**src/rtl/div_unit.sv**
```systemverilog
// Iterative restoring divider for RV32M DIV/DIVU/REM/REMU.
// Produces one quotient bit per cycle and has a fixed latency for every input.
// While an operation is in flight it stalls execute through insert_bubble.
module div_unit #(
   parameter int WIDTH = 32
) (
   input  logic             clk,
   input  logic             rst,
   input  logic             start,
   input  logic             flush,
   input  logic [1:0]       div_op,
   input  logic [WIDTH-1:0] dividend,
   input  logic [WIDTH-1:0] divisor,
   output logic [WIDTH-1:0] result,
   output logic             done,
   output logic             insert_bubble
);

   localparam int CW = (WIDTH > 1) ? $clog2(WIDTH) : 1;
   localparam logic [CW-1:0] LAST = CW'(WIDTH - 1);

   typedef enum logic [1:0] {IDLE, CALC, FIX, DONE} state_t;

   state_t           state;
   logic [CW-1:0]    counter;
   logic             is_rem;
   logic             neg_q;
   logic             neg_r;
   logic             dz;
   logic             ovf;
   logic [WIDTH-1:0] rem;
   logic [WIDTH-1:0] quo;
   logic [WIDTH-1:0] dvs;
   logic [WIDTH-1:0] dvd_orig;

   logic             sgn_in;
   logic [WIDTH-1:0] dvd_mag;
   logic [WIDTH-1:0] dvs_mag;
   logic [WIDTH-1:0] min_neg;
   logic [WIDTH:0]   rem_sh;
   logic [WIDTH:0]   diff;

   // Operand magnitudes at acceptance and the shift/trial-subtract step of CALC
   always_comb begin
      sgn_in  = ~div_op[0];
      min_neg = {1'b1, {(WIDTH-1){1'b0}}};
      dvd_mag = (sgn_in & dividend[WIDTH-1]) ? (~dividend + 1'b1) : dividend;
      dvs_mag = (sgn_in & divisor[WIDTH-1])  ? (~divisor + 1'b1)  : divisor;
      rem_sh  = {rem, quo[WIDTH-1]};
      diff    = rem_sh - {1'b0, dvs};
   end

   // Stall execute from acceptance through FIX; never while reset is active
   assign insert_bubble = ~rst & (((state == IDLE) & start & ~flush) |
                                  (state == CALC) | (state == FIX));

   // Divider FSM with registered result and done
   always_ff @(posedge clk) begin
      if (rst) begin
         state    <= IDLE;
         counter  <= '0;
         is_rem   <= 1'b0;
         neg_q    <= 1'b0;
         neg_r    <= 1'b0;
         dz       <= 1'b0;
         ovf      <= 1'b0;
         rem      <= '0;
         quo      <= '0;
         dvs      <= '0;
         dvd_orig <= '0;
         result   <= '0;
         done     <= 1'b0;
      end else if (flush) begin
         state   <= IDLE;
         counter <= '0;
         done    <= 1'b0;
      end else begin
         done <= 1'b0;
         case (state)
            IDLE: begin
               if (start) begin
                  is_rem   <= div_op[1];
                  quo      <= dvd_mag;
                  dvs      <= dvs_mag;
                  dvd_orig <= dividend;
                  neg_q    <= sgn_in & (dividend[WIDTH-1] ^ divisor[WIDTH-1]) & (divisor != '0);
                  neg_r    <= sgn_in & dividend[WIDTH-1];
                  dz       <= (divisor == '0);
                  ovf      <= sgn_in & (dividend == min_neg) & (divisor == '1);
                  rem      <= '0;
                  counter  <= '0;
                  state    <= CALC;
               end
            end
            CALC: begin
               if (!diff[WIDTH]) begin
                  rem <= diff[WIDTH-1:0];
                  quo <= {quo[WIDTH-2:0], 1'b1};
               end else begin
                  rem <= rem_sh[WIDTH-1:0];
                  quo <= {quo[WIDTH-2:0], 1'b0};
               end
               counter <= counter + 1'b1;
               if (counter == LAST) begin
                  state <= FIX;
               end
            end
            FIX: begin
               if (dz) begin
                  result <= is_rem ? dvd_orig : '1;
               end else if (ovf) begin
                  result <= is_rem ? '0 : min_neg;
               end else if (is_rem) begin
                  result <= neg_r ? (~rem + 1'b1) : rem;
               end else begin
                  result <= neg_q ? (~quo + 1'b1) : quo;
               end
               done  <= 1'b1;
               state <= DONE;
            end
            DONE: begin
               state <= IDLE;
            end
            default: begin
               state <= IDLE;
            end
         endcase
      end
   end

endmodule

```
**config.mk**
```make
export PLATFORM = sky130hd
export DESIGN_NAME = div_unit
export DESIGN_NICKNAME = d
export VERILOG_FILES = /design/src/rtl/div_unit.sv
export SDC_FILE = /design/constraint.sdc
export NUM_CORES = 1
export LEC_CHECK = 0
export ABC_AREA = 1
export BUFFER_PORTS_ARGS = -buffer_cell sky130_fd_sc_hd__buf_2
export CAP_MARGIN = 20
export CORE_ASPECT_RATIO = 1.25
export CORE_MARGIN = 2
export CORE_UTILIZATION = 55
export DETAILED_ROUTE_END_ITERATION = 10
export PLACE_DENSITY_LB_ADDON = 0.05
export REMOVE_ABC_BUFFERS = 1
export SYNTH_ARGS = -nofsm -noshare
export SYNTH_HDL_FRONTEND = slang
export SYNTH_SLANG_ARGS = --single-unit
```
**constraint.sdc**
```tcl
create_clock -name clk -period 2.1 [get_ports clk]
set_input_delay 0.42 -clock clk [delete_from_list [all_inputs] [get_ports clk]]
set_output_delay 0.42 -clock clk [all_outputs]
set_load 0.01 [all_outputs]
```
==> metrics.txt, run 1 <==
outcome finished with violations; failing checks negative setup slack; critical path class reg2reg; chip height 182 um; top cell type's share of synthesized area 24.9%; Final Hold Slack 251 ps; worst hold start dividend[15]; DRT Pass-1 Iters 8; synthesized instance count 2,370; Tcrit/Tclk final 106%; Synth top cells by count nand2_1, inv_1, nor2_1; Worst setup SP type register; Initial DRC Count 1,541; crit-path cells inv_2 -> ha_4 -> fa_2 -> inv_2 -> nand2_2 -> nand2_2 -> nand3_2 -> nand2_2 -> nand2_4 -> nand2_4 -> nand2_8 -> nand3_4 -> buf_6 -> nand2_8 -> nand2_4 -> nand3_2 -> a21oi_2; pre-CTS setup slack -239 ps; hold-fix buffers at CTS 0; root buffer cell clkbuf_16; critical path fanouts, max 8; Clock Path Buffers 2; Crit. End Element register; routability cong. 0.974; routed len/inst 16.9 um; DP HPWL 38,300 um; Cells after DPL 2,964; Port Buffers 103; Vias 16,800; Fmax 450 MHz; Power Density 565 nW/um^2; vias in the first global route 15,800; area grow syn2layout 29.4%; synthesized cell area 13,900 sq um; Post-route DRC 0; via/cell ratio 5.57; Primary FF master, synth dfxtp_1; Num CTS Buffers 17; Yosys reg bits 173; Worst slew margin 66.5%; Critical Path RT 2470 ps; Net Sw Power 3620 uW; Crit path arrival time 2590 ps; Clock power frac 32.6%; Nets 2,777; Clk Latency, worst-skew pair 450 ps; Reg power frac 35.2%; Starting Density 55.6%; Synth async-reset ratio 0%; syn avg cell area 5.87 sq um; Hold Path Stages 3; core area 25,000 sq um; io pins 104; Power, Total 10,200 uW; switching share of power 35.6%; final wirelength 50,900 um; LEAKAGE 0.00880 uW; EDFF count, synth 0; worst reg-to-reg path cell count 17; fillcell total 2,235; Final Hold Vio Count 0; Design Area, Final 18,000 sq um; gr ovfl total 0; Final min period 2220 ps; largest area contributor in the netlist dfxtp_1; Logic pwr share 32.2%; Worst Setup Slack, final -121 ps; GRT Total Usage 37.1%; Area contributors post-synth dfxtp_1, nand2_1, inv_1, nand3_1, a21oi_1; Worst VDD drop 521 uV; Setup Skew 18.2 ps; reg2reg setup slack -120 ps; chip width 146 um; Clock Sinks 173; CTS tree done; cell with the largest stage delay on the worst path fa_2; RR Startpoint quo[31]; CTS H-tree lvls 4; Crit path largest cell delay 350 ps; Slew Viols, Final 0; antenna cells 0; pin slew with the least headroom to its limit 502 ps; pin count of the biggest net entering global routing 67; first-pass GRT wire length 79,300 um; RSZ-0062 raised after global routing true; Synth cell types 45; Placed Area 16,500 sq um; max cap viols 0; R2R Path End rem[5]; row count 65; post-route ant nets 0; warning count from the yosys run 0; Final setup viols 31; fraction of layout cells with a size suffix above 1 22.6%; sequential share of the synthesized area 24.9%; worst hold path type in2reg; Clock Pin Slew Worst Setup and Hold Paths 70 ps; final std cells w/o fill 3,012; worst hold path endpoint dvd_orig[15]; most common cell in the netlist nand2_1; die area 26,600 sq um; initial antenna violation count 0; Int Power 6550 uW
## registers in the layout (all words and copies together) (netlist names), 2 cells and up
signal	cells
dvd_orig	32
dvs	32
quo	32
rem	32
result	32
counter	5
state	2
## cells by family (layout without fill, tap and decap cells)
logic type | count (synthesis) | count (layout) | share of synthesized area, %
simple gates | 1194 | 1195 | 37.3
xor+xnor | 43 | 43 | 2.71
buf+inv | 424 | 730 | 11.8
flops | 173 | 173 | 24.9
fa+ha+maj | 43 | 43 | 3.92
compound gates | 493 | 493 | 19.4
## power groups by stage
stage / sequential [uW] / combinational [uW] / clock (uW)
finish: 3580 / 3280 / 3310
global route: 3600 / 3600 / 3460
CTS: 3570 / 3090 / 3320
detailed placement: 3640 / 2990 / 0
global placement: 3640 / 2950 / 0
floorplan: 3650 / 1660 / 0
## worst max-delay path, delay by kind of cell (launching register included)
kind | cells | cell delay, ps
compound gates | 1 | 140
fa+ha+maj | 2 | 510
flops | 1 | 330
buf+inv | 3 | 280
simple gates | 11 | 890
## cell usage in the layout, fill, tap and decap left out, types with 24 or more instances in the layout
| master | count |
|---|---|
| nor3_1 | 25 |
| a21oi_1 | 209 |
| nand4_1 | 32 |
| inv_1 | 301 |
| nand3_2 | 38 |
| nand2_1 | 583 |
| xor2_1 | 31 |
| nand2_2 | 32 |
| ha_4 | 24 |
| buf_4 | 243 |
| nand3_1 | 195 |
| o21ai_0 | 192 |
| dfxtp_1 | 168 |
| buf_2 | 102 |
| a21oi_2 | 25 |
| nor2_1 | 222 |
## stage by stage
stage	util, %	setup TNS, ps
3_3_place_gp	65.9	-5180
6_report	71.9	-2180
4_1_cts	70.0	-1610
3_5_place_dp	65.9	-8130
2_1_floorplan	-	-282450
5_1_grt	71.9	-6540
## final cells by class
| cell class | count | area [sq um] | share of cell area (%) |
|---|---|---|---|
| clock buffers | 20 | 447 | 2.48 |
| clock inverters | 12 | 148 | 0.820 |
| inverters | 327 | 1230 | 6.84 |
| multi-input cells | 1774 | 9510 | 52.8 |
| flip-flops and latches | 173 | 3470 | 19.3 |
| well taps | 335 | 419 | 2.33 |
| repair buffers | 371 | 2790 | 15.5 |
## metal layers
metal / share of wire [%] / wire [um] / track usage, %
met3: 5.5 / 2820 / 4.45
met4: 6.4 / 3250 / 21.9
met2: 48 / 24500 / 65.0
met5: 0 / 0 / 0
met1: 40 / 20400 / 43.4
## worst max path at each step
stage	startpoint	to	slack, ps	depth (start not counted)
floorplan	state[0]	insert_bubble	-4270	6
global placement	divisor[0]	dvs[28]	-180	15
global route	quo[31]	rem[23]	-260	17
CTS	quo[31]	rem[31]	-100	17
detailed placement	divisor[0]	dvs[24]	-240	14
finish	quo[31]	rem[5]	-120	17
## timing repair
action | CTS | global route
gates cloned | 3 | 1
pin swaps | 15 | 29
resized for setup | 62 | 82
setup endpoints to repair | 42 | 49
buffers inserted | 5 | 7
Note: power is estimated with default switching activity, not from simulation.
==> inputs of run 2 (changes only) <==
--- a/config.mk
+++ b/config.mk
@@ -7,13 +7,15 @@
 export LEC_CHECK = 0
 export ABC_AREA = 1
 export BUFFER_PORTS_ARGS = -buffer_cell sky130_fd_sc_hd__buf_2
-export CAP_MARGIN = 20
+export CAP_MARGIN = 15
 export CORE_ASPECT_RATIO = 1.25
 export CORE_MARGIN = 2
 export CORE_UTILIZATION = 55
 export DETAILED_ROUTE_END_ITERATION = 10
 export PLACE_DENSITY_LB_ADDON = 0.05
+export RECOVER_POWER = 25
 export REMOVE_ABC_BUFFERS = 1
+export SETUP_SLACK_MARGIN = 0.4
 export SYNTH_ARGS = -nofsm -noshare
 export SYNTH_HDL_FRONTEND = slang
 export SYNTH_SLANG_ARGS = --single-unit
==> metrics.txt, run 2 (synthesized netlist as in run 1, its figures left out) <==
outcome finished with violations; failing checks negative setup slack; leading cell types in the layout, fill and taps excluded nand2_1, inv_1, buf_4, nor2_1, dfxtp_1; CTS H-tree lvls 4; Net Sw Power 4070 uW; Vias 18,100; fillcell total 1,837; Num CTS Buffers 17; hold-fix buffers at CTS 0; post-route ant nets 0; critical path fanouts, max 6; chip height 182 um; RSZ-0062 raised after global routing true; Initial DRC Count 1,908; Worst slew margin 64.2%; Final setup viols 61; root buffer cell clkbuf_16; area of the multi-input gates 10,600 sq um; Power, Total 10,900 uW; via/cell ratio 5.91; Cells after DPL 2,964; CTS tree done; first-pass GRT wire length 82,700 um; LEAKAGE 0.00934 uW; GRT Total Usage 38.7%; core area 25,000 sq um; Critical Path RT 2480 ps; Worst Setup Slack, final -242 ps; Worst setup SP type register; final wirelength 59,700 um; routability cong. 0.974; Clock Sinks 173; die area 26,600 sq um; pin count of the biggest net entering global routing 67; Placed Area 16,500 sq um; Worst VDD drop 543 uV; Post-route DRC 0; critical path class reg2reg; Clock Pin Slew Worst Setup and Hold Paths 70 ps; Tcrit/Tclk final 112%; fraction of layout cells with a size suffix above 1 30.8%; final std cells w/o fill 3,064; gr ovfl total 0; Crit path arrival time 2720 ps; Int Power 6810 uW; initial antenna violation count 0; Power Density 547 nW/um^2; Crit. End Element register; Logic pwr share 35.9%; DP HPWL 38,300 um; antenna cells 0; Nets 2,829; Slew Viols, Final 0; Final min period 2340 ps; area grow syn2layout 42.9%; Final Hold Vio Count 0; Setup Skew 14.8 ps; pin slew with the least headroom to its limit 537 ps; switching share of power 37.4%; chip width 146 um; worst hold path type in2reg; Port Buffers 103; row count 65; register area 3480 sq um; Clk Latency, worst-skew pair 450 ps; Fmax 427 MHz; most common cell after layout, fill and taps aside nand2_1; Reg power frac 33.1%; io pins 104; Clock power frac 30.9%; vias in the first global route 16,300; max cap viols 0; DRT Pass-1 Iters 6; routed len/inst 19.5 um; Starting Density 55.6%; Clock Path Buffers 2; Design Area, Final 19,900 sq um
-- run 2: cell types whose count changed in the layout (fill, tap and decap cells not counted), moves of 20 or more --
| cell | before | now |
|---|---|---|
| a21oi_1 | 209 | 153 |
| nand3_1 | 195 | 139 |
| a21oi_2 | 25 | 73 |
| nand3_2 | 38 | 82 |
| nand2_1 | 583 | 542 |
| o21ai_0 | 192 | 155 |
| buf_2 | 102 | 69 |
| clkbuf_1 | 2 | 35 |
| nand2_2 | 32 | 59 |
| nor2_1 | 222 | 196 |
| o21ai_1 | 1 | 27 |
| buf_6 | 9 | 34 |
| nor2_4 | 2 | 22 |
-- run 2: final cells by class --
cell class              count  share of cell area, %
clock buffers              20                   2.25
repair buffers            421                   17.8
inverters                 327                   6.30
well taps                 335                   2.11
clock inverters            12                  0.742
multi-input cells        1775                   53.3
repair inverters            1                 0.0377
flip-flops and latches    173                   17.5
-- run 2: per-layer routing --
layer	vias up	track usage, %	part of all wire (%)
li1	8427	-	-
met1	8304	44.4	36
met2	1051	68.5	47
met3	341	4.75	7.5
met4	0	23.9	9.0
met5	-	0	0
-- run 2: critical path, stage by stage, from the launching register on --
cell and delay (ps):
dfxtp_1 360, ha_4 180, fa_2 410, inv_2 70
nand2_2 50, nand2_2 60, nand3_2 60, nand2_2 100
nand2_4 60, nand2_4 80, nand2_8 80, nand2_8 100
nand2_8 100, buf_6 160, nand3_2 80, nand3_1 120
a21oi_1 180
-- run 2: final timing paths --
kind	from	to	slack, ps	cells past startpoint
max	dvs[0]	rem[3]	-240	16
min	dividend[15]	dvd_orig[15]	240	3
max reg2reg	dvs[0]	rem[3]	-240	16
min reg2reg	counter[4]	counter[4]	470	2
-- run 2: power by group through the flow --
stage / registers, uW / clock network [uW] / logic (uW)
finish: 3610 / 3360 / 3910
global route: 3620 / 3460 / 4180
CTS: 3580 / 3320 / 3310
detailed placement: 3640 / 0 / 2990
global placement: 3640 / 0 / 2950
floorplan: 3650 / 0 / 1660
-- run 2: stage by stage --
step / setup TNS [ps] / hold slack [ps] / util [%] / setup WS, ps
after floorplan: -282450 / 439 / - / -4270
after global placement: -5180 / 452 / 65.9 / -182
after detailed placement: -8130 / 457 / 65.9 / -239
after CTS: -1620 / 235 / 72.7 / -103
after global routing: -13150 / 255 / 79.4 / -341
final: -6660 / 245 / 79.4 / -242
-- run 2: repair_timing --
action | in CTS | in global routing
pin swaps | 50 | 118
endpoints found under the setup margin | 123 | 136
buffers inserted | 16 | 32
resized for setup | 198 | 331
cloned | 10 | 10
